### src/rtl/elastic_pipe_reg_pkg.sv
// Shared definitions for the elastic pipeline stage: default payload width and
// the FSM state type.
package elastic_pipe_reg_pkg;

  localparam int unsigned XLEN = 32;

  typedef enum logic [1:0] {
    StEmpty = 2'd0,
    StOne   = 2'd1,
    StFull  = 2'd2
  } state_e;

  function automatic logic [1:0] state_count(state_e st);
    unique case (st)
      StOne:   return 2'd1;
      StFull:  return 2'd2;
      default: return 2'd0;
    endcase
  endfunction

endpackage

### src/rtl/skid_data_reg.sv
// Payload register with load, clear-to-reset-value and asynchronous reset.
module skid_data_reg #(
  parameter int unsigned          WIDTH      = 1,
  parameter logic [WIDTH-1:0]     RESET_DATA = '0
) (
  input  logic             clk,
  input  logic             reset,
  input  logic             load,
  input  logic             clear,
  input  logic [WIDTH-1:0] load_data,
  output logic [WIDTH-1:0] q
);

  // Clear wins over load so a flush always leaves the reset payload behind.
  always_ff @(posedge clk or posedge reset) begin
    if (reset) begin
      q <= RESET_DATA;
    end else if (clear) begin
      q <= RESET_DATA;
    end else if (load) begin
      q <= load_data;
    end
  end

endmodule

### src/rtl/elastic_pipe_reg.sv
// Two-entry elastic pipeline stage (skid buffer) with valid/ready on both sides,
// synchronous flush and a configurable payload shown while empty.
module elastic_pipe_reg
  import elastic_pipe_reg_pkg::*;
#(
  parameter int unsigned      WIDTH      = XLEN,
  parameter logic [WIDTH-1:0] RESET_DATA = '0
) (
  input  logic             clk,
  input  logic             reset,
  input  logic             flush,
  input  logic             in_valid,
  output logic             in_ready,
  input  logic [WIDTH-1:0] in_data,
  output logic             out_valid,
  input  logic             out_ready,
  output logic [WIDTH-1:0] out_data,
  output logic [1:0]       count
);

  state_e           state_q, state_d;
  logic             accept, drain;
  logic             main_load, main_clear, skid_load, skid_clear;
  logic [WIDTH-1:0] main_next, skid_q;

  assign accept = in_valid & in_ready;
  assign drain  = out_valid & out_ready;

  always_comb begin
    state_d    = state_q;
    main_load  = 1'b0;
    main_clear = 1'b0;
    main_next  = in_data;
    skid_load  = 1'b0;
    skid_clear = 1'b0;
    if (flush) begin
      state_d    = StEmpty;
      main_clear = 1'b1;
      skid_clear = 1'b1;
    end else begin
      unique case (state_q)
        StEmpty: begin
          if (accept) begin
            main_load = 1'b1;
            state_d   = StOne;
          end
        end
        StOne: begin
          if (accept && drain) begin
            main_load = 1'b1;
          end else if (accept) begin
            skid_load = 1'b1;
            state_d   = StFull;
          end else if (drain) begin
            main_clear = 1'b1;
            state_d    = StEmpty;
          end
        end
        StFull: begin
          if (drain) begin
            main_load  = 1'b1;
            main_next  = skid_q;
            skid_clear = 1'b1;
            state_d    = StOne;
          end
        end
        default: state_d = StEmpty;
      endcase
    end
  end

  // Handshake outputs are registered from the next state so ready never sees out_ready.
  always_ff @(posedge clk or posedge reset) begin
    if (reset) begin
      state_q   <= StEmpty;
      in_ready  <= 1'b1;
      out_valid <= 1'b0;
      count     <= 2'd0;
    end else begin
      state_q   <= state_d;
      in_ready  <= (state_d != StFull);
      out_valid <= (state_d != StEmpty);
      count     <= state_count(state_d);
    end
  end

  skid_data_reg #(
    .WIDTH      (WIDTH),
    .RESET_DATA (RESET_DATA)
  ) u_main (
    .clk       (clk),
    .reset     (reset),
    .load      (main_load),
    .clear     (main_clear),
    .load_data (main_next),
    .q         (out_data)
  );

  skid_data_reg #(
    .WIDTH      (WIDTH),
    .RESET_DATA (RESET_DATA)
  ) u_skid (
    .clk       (clk),
    .reset     (reset),
    .load      (skid_load),
    .clear     (skid_clear),
    .load_data (in_data),
    .q         (skid_q)
  );

endmodule

### config.mk
export PLATFORM = sky130hd
export DESIGN_NAME = elastic_pipe_reg
export DESIGN_NICKNAME = d
export VERILOG_FILES = /design/src/rtl/elastic_pipe_reg_pkg.sv /design/src/rtl/skid_data_reg.sv /design/src/rtl/elastic_pipe_reg.sv
export SDC_FILE = /design/constraint.sdc
export NUM_CORES = 1
export LEC_CHECK = 0
export CORE_MARGIN = 4
export CORE_UTILIZATION = 46
export CTS_BUF_LIST = sky130_fd_sc_hd__clkbuf_8
export DETAILED_ROUTE_END_ITERATION = 10
export GPL_TIMING_DRIVEN = 0
export PLACE_DENSITY = 0.78
export RECOVER_POWER = 100
export SLEW_MARGIN = 20
export SYNTH_ARGS = -nofsm -noshare
export SYNTH_HDL_FRONTEND = slang
export SYNTH_SLANG_ARGS = --single-unit
### constraint.sdc
create_clock -name clk -period 2.3 [get_ports clk]
set_input_delay 0.46 -clock clk [delete_from_list [all_inputs] [get_ports clk]]
set_output_delay 0.46 -clock clk [all_outputs]
set_load 0.01 [all_outputs]
---- After elaboration in Yosys (flattened, before gate mapping) ----
Index checks and enable logic that the tools add are counted.
W data, S select, Z words.
operators by class
  equality and inequality tests ........... 5
  mux-type cells .......................... 29
  bitwise gates (word level) .............. 2
  reductions and logical operators ........ 5
operators by type and width
  kind                  count
  $mux W32              7
  $mux W1               13
  $mux W2               6
  $pmux W2 S3           1
  $reduce_bool A2 Y1    3
  $eq A2 B1 Y1 const B  2
  $eq A2 B2 Y1 const B  2
  $pmux W2 S2           1
  $pmux W1 S3           1
  $and A1 B1 Y1         2
  $logic_not A2 Y1      1
  $ne A2 B2 Y1 const B  1
  $logic_and A1 B1 Y1   1
storage, ports and cells
  flip-flop bits (word level) ............. 70
  input bits .............................. 37
  output and inout port bits .............. 36

---- Longest topological paths before layout ----
Gate-level depths: netlist of the first run.
  depth after elaboration ................. 8
  mapped depth ............................ 5

---- By module ----
From an unflattened synthesis of the first run, not the netlist that was laid out.
unflattened totals
  cells, all modules ...................... 273
  area, all modules ....................... 3393.3 µm²
modules (own cells, without submodules)
  module            times used  cells each  area each (µm²)
  skid_data_reg     2           104         1327.5
  elastic_pipe_reg  1           65          738.2

---- Worst setup path before layout of the first run ----
OpenSTA, ideal clock, no wires.
  kind .................................... input -> register
  start ................................... input port flush
  end ..................................... register u_main.q[0]
  setup time .............................. 0.123 ns
  data arrival time ....................... 1.397 ns
  slack ................................... 0.780 ns
  cell stages on the path ................. 5
  path buffers ............................ 2
  cell sequence ........................... buf_2 -> nor3_4 -> buf_6 -> mux2i_1 -> o2bb2ai_1
on the way
  longest elaborated chain between the ends .. 3
  elaborated cells between the ends (all ways) .. 6
  classes of those cells .................. mux (5); reduce/logical (1)
ends and longest elaborated chain
  what                  line                    source
  start, declared       elastic_pipe_reg.sv:11  input logic flush,
  $mux W32              elastic_pipe_reg.sv:36  if (flush) begin
  $mux W32              skid_data_reg.sv:20     end else if (load) begin
  $mux W32              skid_data_reg.sv:18     end else if (clear) begin
  end signal, assigned  skid_data_reg.sv:21     q <= load_data;
  end, declared         skid_data_reg.sv:11     output logic [WIDTH-1:0] q
Parallel ways exist; a longest one is shown, timed or not. The select of a mux whose other input is x is not followed.
A chain may end at the register's enable or synchronous reset.

---- Worst setup path in the final report of the first run ----
  start ................................... input port out_ready
  end ..................................... register u_main.q[5]
on the way
  longest elaborated chain between the ends .. 7
  elaborated cells between the ends (all ways) .. 16
  classes of those cells .................. mux (13); bitwise (1); reduce/logical (2)
ends and longest elaborated chain
  what                                                   line                                            source
  start, declared                                        elastic_pipe_reg.sv:16                          input logic out_ready,
  $and A1 B1 Y1 *                                        elastic_pipe_reg.sv:27                          assign drain = out_valid & out_ready;
  $mux W1                                                elastic_pipe_reg.sv:54, elastic_pipe_reg.sv:60
  $mux W1                                                elastic_pipe_reg.sv:51                          end else if (accept) begin
  $mux W1                                                elastic_pipe_reg.sv:49                          if (accept && drain) begin
  $mux W1                                                elastic_pipe_reg.sv:41                          unique case (state_q)
  $mux W1                                                elastic_pipe_reg.sv:36
  $mux W32 / $reduce_bool A2 Y1 (equally long branches)  n/a
Every way passes the cells marked *; elsewhere a longest branch is shown, timed or not. The select of a mux whose other input is x is not followed.

==> summary.txt, run 1 <==
Placement
  – Placed Cells: 358
  – Placer Congestion: 0.804
  – Port bufs: 71
  – Post-DP HPWL: 4580 um

Clock network
  – CTS Hold Bufs: 0
  – Clk sinks: 70
  – Clk_lat worst skew: 0.34 ns
  – CTS Buf Count: 9
  – CTS tree: built
  – Clock Tree Root: clkbuf_8
  – Setup bufs post-CTS: 0
  – Post_cts resized: 0
  – Max clock buf depth: 2
  – # H-tree levels: 3
  – Clk slew on worst S/H paths: 0.08 ns

Cells and area
  – Layout Cells excl Fill: 374
  – Fill cells: 467
  – Diode count: 0
  – Area Overhead vs Synth: 34.4%
  – Nets: 331
  – Fraction of layout cells with a size suffix above 1: 12.7%
  – Final core utilization: 65.5%

Global route
  – GRT Total Usage: 19.0%
  – Vias in the first global route: 2,243
  – GR Overflow Total: 0
  – Largest net degree at the start of global routing: 41
  – Global-route wire length before repair: 11,300 um
  – Antenna violations before repair: 0

Detailed routing
  – Drt wl/cell: 18.1 um
  – DRT Pass-1 Iters: 5
  – Antenna viol nets, final: 0
  – DR DRC count: 0
  – DR vias/cell: 5.67
  – DR vias: 2,119
  – Routed wire length: 6760 um
  – Drt first-iter violations: 65

Synth
  – Syn Nets: 248
  – Yosys Warn Count: 0
  – Post-Syn Instances: 211
  – Synth cell types: 22
  – Seq cells post-synth: 70
  – Synth Area per Inst: 14.0 sq um
  – Sequential share of the synthesized area: 59.4%
  – Cell Area, Synth: 2950 sq um

Critical path
  – Max FO, Critical Path: 10
  – Critical path arrival: 2.25 ns
  – WP data required: 2.52 ns
  – Crit. End Element: flip-flop
  – Critical Path Start Type: input port
  – Worst reg-to-reg path cell count: 4
  – Crit Path Category: input port to flip-flop

Power
  – Overall power: 2.94 mW
  – Leak pwr: 1.80 nW
  – Worst IR drop on VDD: 0.535 mV
  – Pwr Density: 740 nW/um^2

Timing
  – Final Max Tran Viols: 0
  – Final hold vios: 0
  – Setup_tns: 0 ns
  – RSZ-0062 raised after global routing: no
  – Worst Tran Pin Value: 1.40 ns
  – Slew margin rel.: 6.29%
  – Worst Skew: 0.00879 ns
  – Fmax: 0.491 GHz
  – Post-route minimum period: 2.04 ns
  – Final period util: 88.6%
  – Setup violators final: 0

Floorplanning
  – Die span in x: 88.1 um
  – Die height: 88.1 um
  – Core Area: 6060 sq um
  – Std-Cell Rows: 28
  – Die Footprint: 7760 sq um
  – I/O Pins: 73
  – Initial Util: 48.7%

Hold path
  – Hold Path Cell Cnt: 2
  – Hold Path Class: input port to flip-flop

Run status
  – Status: completed

Job
  – Max Cap Violations: 0
## layout by cell type, fill, tap and decap left out
master,n
a21oi_1,4
clkinv_2,2
nand2b_4,1
dfstp_2,1
nor3_2,1
a221o_1,1
buf_2,9
buf_6,2
clkdlybuf4s50_1,32
nor3_4,2
clkbuf_1,1
dfrtp_1,69
nor2_1,4
nand3b_1,1
clkbuf_2,1
mux2i_1,33
clkbuf_8,10
a21bo_1,1
o2bb2ai_1,32
dlygate4sd3_1,39
clkinvlp_2,1
o21bai_2,1
nor2_2,1
nor3_1,1
inv_1,5
buf_4,3
nand2_1,4
nand4_1,1
a22o_1,32
buf_12,1
bufinv_16,2
nand2b_1,1
## cell type report
class | instances | area (sq um) | area share, %
clock buffers | 10 | 138 | 3.47
plain buffers | 16 | 98.8 | 2.49
multi-input cells | 121 | 1060 | 26.7
inverters | 4 | 16.3 | 0.410
clock inverters | 6 | 77.6 | 1.96
flip-flops and latches | 70 | 1750 | 44.2
well taps | 75 | 93.8 | 2.37
repair buffers | 72 | 731 | 18.4
## layer usage
| metal | GRT usage (%) | wire (um) |
|---|---|---|
| met1 | 25.9 | 3070 |
| met2 | 29.8 | 3230 |
| met3 | 6.11 | 380 |
| met4 | 4.67 | 78 |
| met5 | 0 | 0 |
## power breakdown
part | leakage (nW) | switching (mW) | internal (mW)
Sequential | 0.948 | 0.0580 | 1.33
Clock | 0.119 | 0.451 | 0.629
Combinational | 0.735 | 0.233 | 0.237
## sequential cells by signal, indices dropped and copies added (netlist names)
name	count
state_q	2
u_skid.q	32
count	2
out_valid	1
u_main.q	32
in_ready	1
## Yosys cell counts
cell type	number	share of area, %
a21oi_1	4	0.68
dfstp_2	1	0.89
dfrtp_1	69	58
a22o_1	32	9.5
a21bo_2	1	0.34
nand2b_4	1	0.47
inv_1	4	0.51
o2bb2ai_1	32	9.5
mux2i_1	33	11
nand4_1	1	0.21
nor3_2	2	0.68
o21bai_2	1	0.38
buf_2	10	1.7
nand2_1	4	0.51
nor2_1	4	0.51
nand2b_1	1	0.21
a221o_1	1	0.34
nor2_2	1	0.21
nor3_4	2	1.1
buf_6	3	1.1
buf_4	3	0.76
nand3b_4	1	0.68
## kinds of logic after synthesis
family                 after synthesis  share of synthesized area [%]
AND/OR/NAND/NOR                     17                           4.58
AO/OA/AOI/OAI                       71                           20.7
buffers and inverters               20                           4.11
flip-flops                          70                           59.4
multiplexers                        33                           11.2
## worst max-delay path, cell delays in order
cell	delay [ns]
dlygate4sd3_1	0.57
nand2_1	0.15
nor3_4	0.35
clkbuf_2	0.38
mux2i_1	0.25
o2bb2ai_1	0.08
## through the flow
stage	hold WS [ns]	area (sq um)	setup slack, ns
final	0.439	3970	0.262
after global routing	0.468	3970	0.156
after CTS	0.438	3990	0.340
after detailed placement	0.473	3780	0.123
after global placement	0.472	3760	-1.09
after floorplan	0.473	2950	0.0734
## path summary, 6_finish.rpt
| check | start | end | slack, ns |
|---|---|---|---|
| max | out_ready | u_main.q[5] | 0.26 |
| min in group asynchronous | reset | u_skid.q[12] | 0.89 |
| min | flush | out_valid | 0.44 |
| max reg2reg | in_ready | u_skid.q[27] | 0.44 |
| min reg2reg | u_main.q[7] | u_main.q[7] | 0.48 |
| max in group asynchronous | reset | in_ready | 0.59 |
Power figures use the tool's default switching activity.
==> run 2: changes to the inputs <==
--- a/config.mk
+++ b/config.mk
@@ -10,7 +10,7 @@
 export CTS_BUF_LIST = sky130_fd_sc_hd__clkbuf_8
 export DETAILED_ROUTE_END_ITERATION = 10
 export GPL_TIMING_DRIVEN = 0
-export PLACE_DENSITY = 0.78
+export PLACE_DENSITY = 0.88
 export RECOVER_POWER = 100
 export SLEW_MARGIN = 20
 export SYNTH_ARGS = -nofsm -noshare
==> run 2 against run 1 <==
Effect of this change: combinational power barely moved; non-clock buffer count did not move; largest cell class unchanged; flip-flop and latch count unchanged; highest routed layer unchanged.
==> summary.txt, run 2 (synthesized netlist as in run 1, its figures left out) <==
Timing
  – PnR worst setup slack: 0.234 ns
  – Fmax: 0.484 GHz
  – Final period util: 89.8%
  – Setup_tns: 0 ns
  – Worst Tran Pin Value: 0.725 ns
  – Worst Skew: 0.0186 ns
  – Slew margin rel.: 51.4%
  – Final Max Tran Viols: 0
  – Setup violators final: 0
  – RSZ-0062 raised after global routing: no
  – Post-route minimum period: 2.07 ns
  – Final hold vios: 0

Floorplanning
  – Die height: 88.1 um
  – Die Footprint: 7760 sq um
  – I/O Pins: 73
  – Std-Cell Rows: 28
  – Die span in x: 88.1 um
  – Core Area: 6060 sq um
  – Initial Util: 48.7%

Cells and area
  – Nets: 331
  – Most frequent cells in the layout: dfrtp_1, dlygate4sd3_1, mux2i_1, clkdlybuf4s50_1
  – Area Overhead vs Synth: 34.4%
  – Fraction of layout cells with a size suffix above 1: 12.8%
  – Multi-input gate area: 1060 sq um
  – Fill cells: 447
  – Diode count: 0
  – Commonest non-fill, non-tap cell in the layout: dfrtp_1
  – Top flop regs: u_main.q: 32 flops, u_skid.q: 32 flops
  – Post-route design area: 3970 sq um
  – Final core utilization: 65.5%
  – Register Area: 1750 sq um

Detailed routing
  – DR vias: 2,104
  – Antenna viol nets, final: 0
  – DR DRC count: 0
  – Drt first-iter violations: 78
  – DR vias/cell: 5.64
  – Routed wire length: 6690 um
  – Drt wl/cell: 17.9 um
  – DRT Pass-1 Iters: 7

Clock network
  – Clk slew on worst S/H paths: 0.07 ns
  – CTS Hold Bufs: 0
  – Post_cts resized: 0
  – # H-tree levels: 3
  – Max clock buf depth: 2
  – CTS Buf Count: 9
  – Clock Tree Root: clkbuf_8
  – CTS tree: built
  – Clk sinks: 70
  – Clk_lat worst skew: 0.34 ns
  – Setup bufs post-CTS: 0

Global route
  – Antenna violations before repair: 0
  – GR Overflow Total: 0
  – Global-route wire length before repair: 11,100 um
  – Largest net degree at the start of global routing: 55
  – GRT Total Usage: 18.6%
  – Vias in the first global route: 2,266

Critical path
  – Crit-path max cell delay: 0.59 ns
  – Critical Path Start Type: input port
  – Worst path cell trace: dlygate4sd3_1 -> nand3b_1 -> nor3_2 -> clkbuf_1 -> a22o_1
  – Crit path buffers/inverters: 2
  – Max FO, Critical Path: 10
  – Crit-path leading delay family: buffers and inverters
  – Worst reg-to-reg path cell count: 4
  – Crit. End Element: flip-flop
  – Crit Path Category: input port to flip-flop
  – Critical path arrival: 2.33 ns
  – WP depth: 5
  – WP data required: 2.57 ns
  – CP max-delay cell: dlygate4sd3_1

Job
  – Max Cap Violations: 0

Placement
  – Post-DP HPWL: 4560 um
  – Post-Place Cell Area: 3790 sq um
  – Port bufs: 71
  – Placer Congestion: 0.748
  – Dpl ws: 0.143 ns

Power
  – Overall power: 2.94 mW
  – Pwr Density: 741 nW/um^2
  – Leak pwr: 1.78 nW
  – Worst IR drop on VDD: 0.382 mV

Run status
  – Status: completed

Hold path
  – Hold Path Class: input port to flip-flop
  – Hold Path Cell Cnt: 2
-- run 2: power by group --
part / switching, mW / internal, mW / total, mW
logic: 0.235 / 0.234 / 0.469
registers: 0.0586 / 1.33 / 1.39
clock network: 0.450 / 0.636 / 1.09
total: 0.743 / 2.20 / 2.94
-- run 2: worst reg2reg max path: stages, from the launching register on --
cell and delay [ns]:
dfstp_2 0.56, nand3b_1 0.20, nor3_2 0.44, clkbuf_1 0.43, a22o_1 0.21
-- run 2: per-stage QoR --
| stage | std cells | hold slack, ns |
|---|---|---|
| after floorplan | 211 | 0.473 |
| after global placement | 357 | 0.469 |
| after detailed placement | 358 | 0.472 |
| after CTS | 373 | 0.398 |
| after global routing | 373 | 0.477 |
| final | 373 | 0.457 |
-- run 2: worst paths after layout --
check | slack [ns] | end | start
min reg2reg | 0.48 | u_main.q[28] | u_main.q[28]
max reg2reg | 0.41 | u_skid.q[3] | in_ready
max | 0.23 | u_skid.q[3] | in_valid
min in group asynchronous | 0.65 | u_skid.q[16] | reset
max in group asynchronous | 0.47 | out_valid | reset
min | 0.46 | state_q[0] | flush
-- run 2: final cells by class --
| type | count | area share, % |
|---|---|---|
| inverters | 4 | 0.410 |
| clock inverters | 5 | 2.11 |
| flip-flops and latches | 70 | 44.2 |
| multi-input cells | 121 | 26.7 |
| plain buffers | 16 | 2.62 |
| well taps | 75 | 2.37 |
| repair buffers | 72 | 18.1 |
| clock buffers | 10 | 3.47 |
-- run 2: layer usage --
| metal | up-vias | track usage [%] | routed length, um |
|---|---|---|---|
| li1 | 970 | - | - |
| met4 | 0 | 7.42 | 59 |
| met5 | - | 0 | 0 |
| met1 | 1058 | 25.0 | 3040 |
| met2 | 69 | 29.0 | 3170 |
| met3 | 7 | 4.99 | 417 |
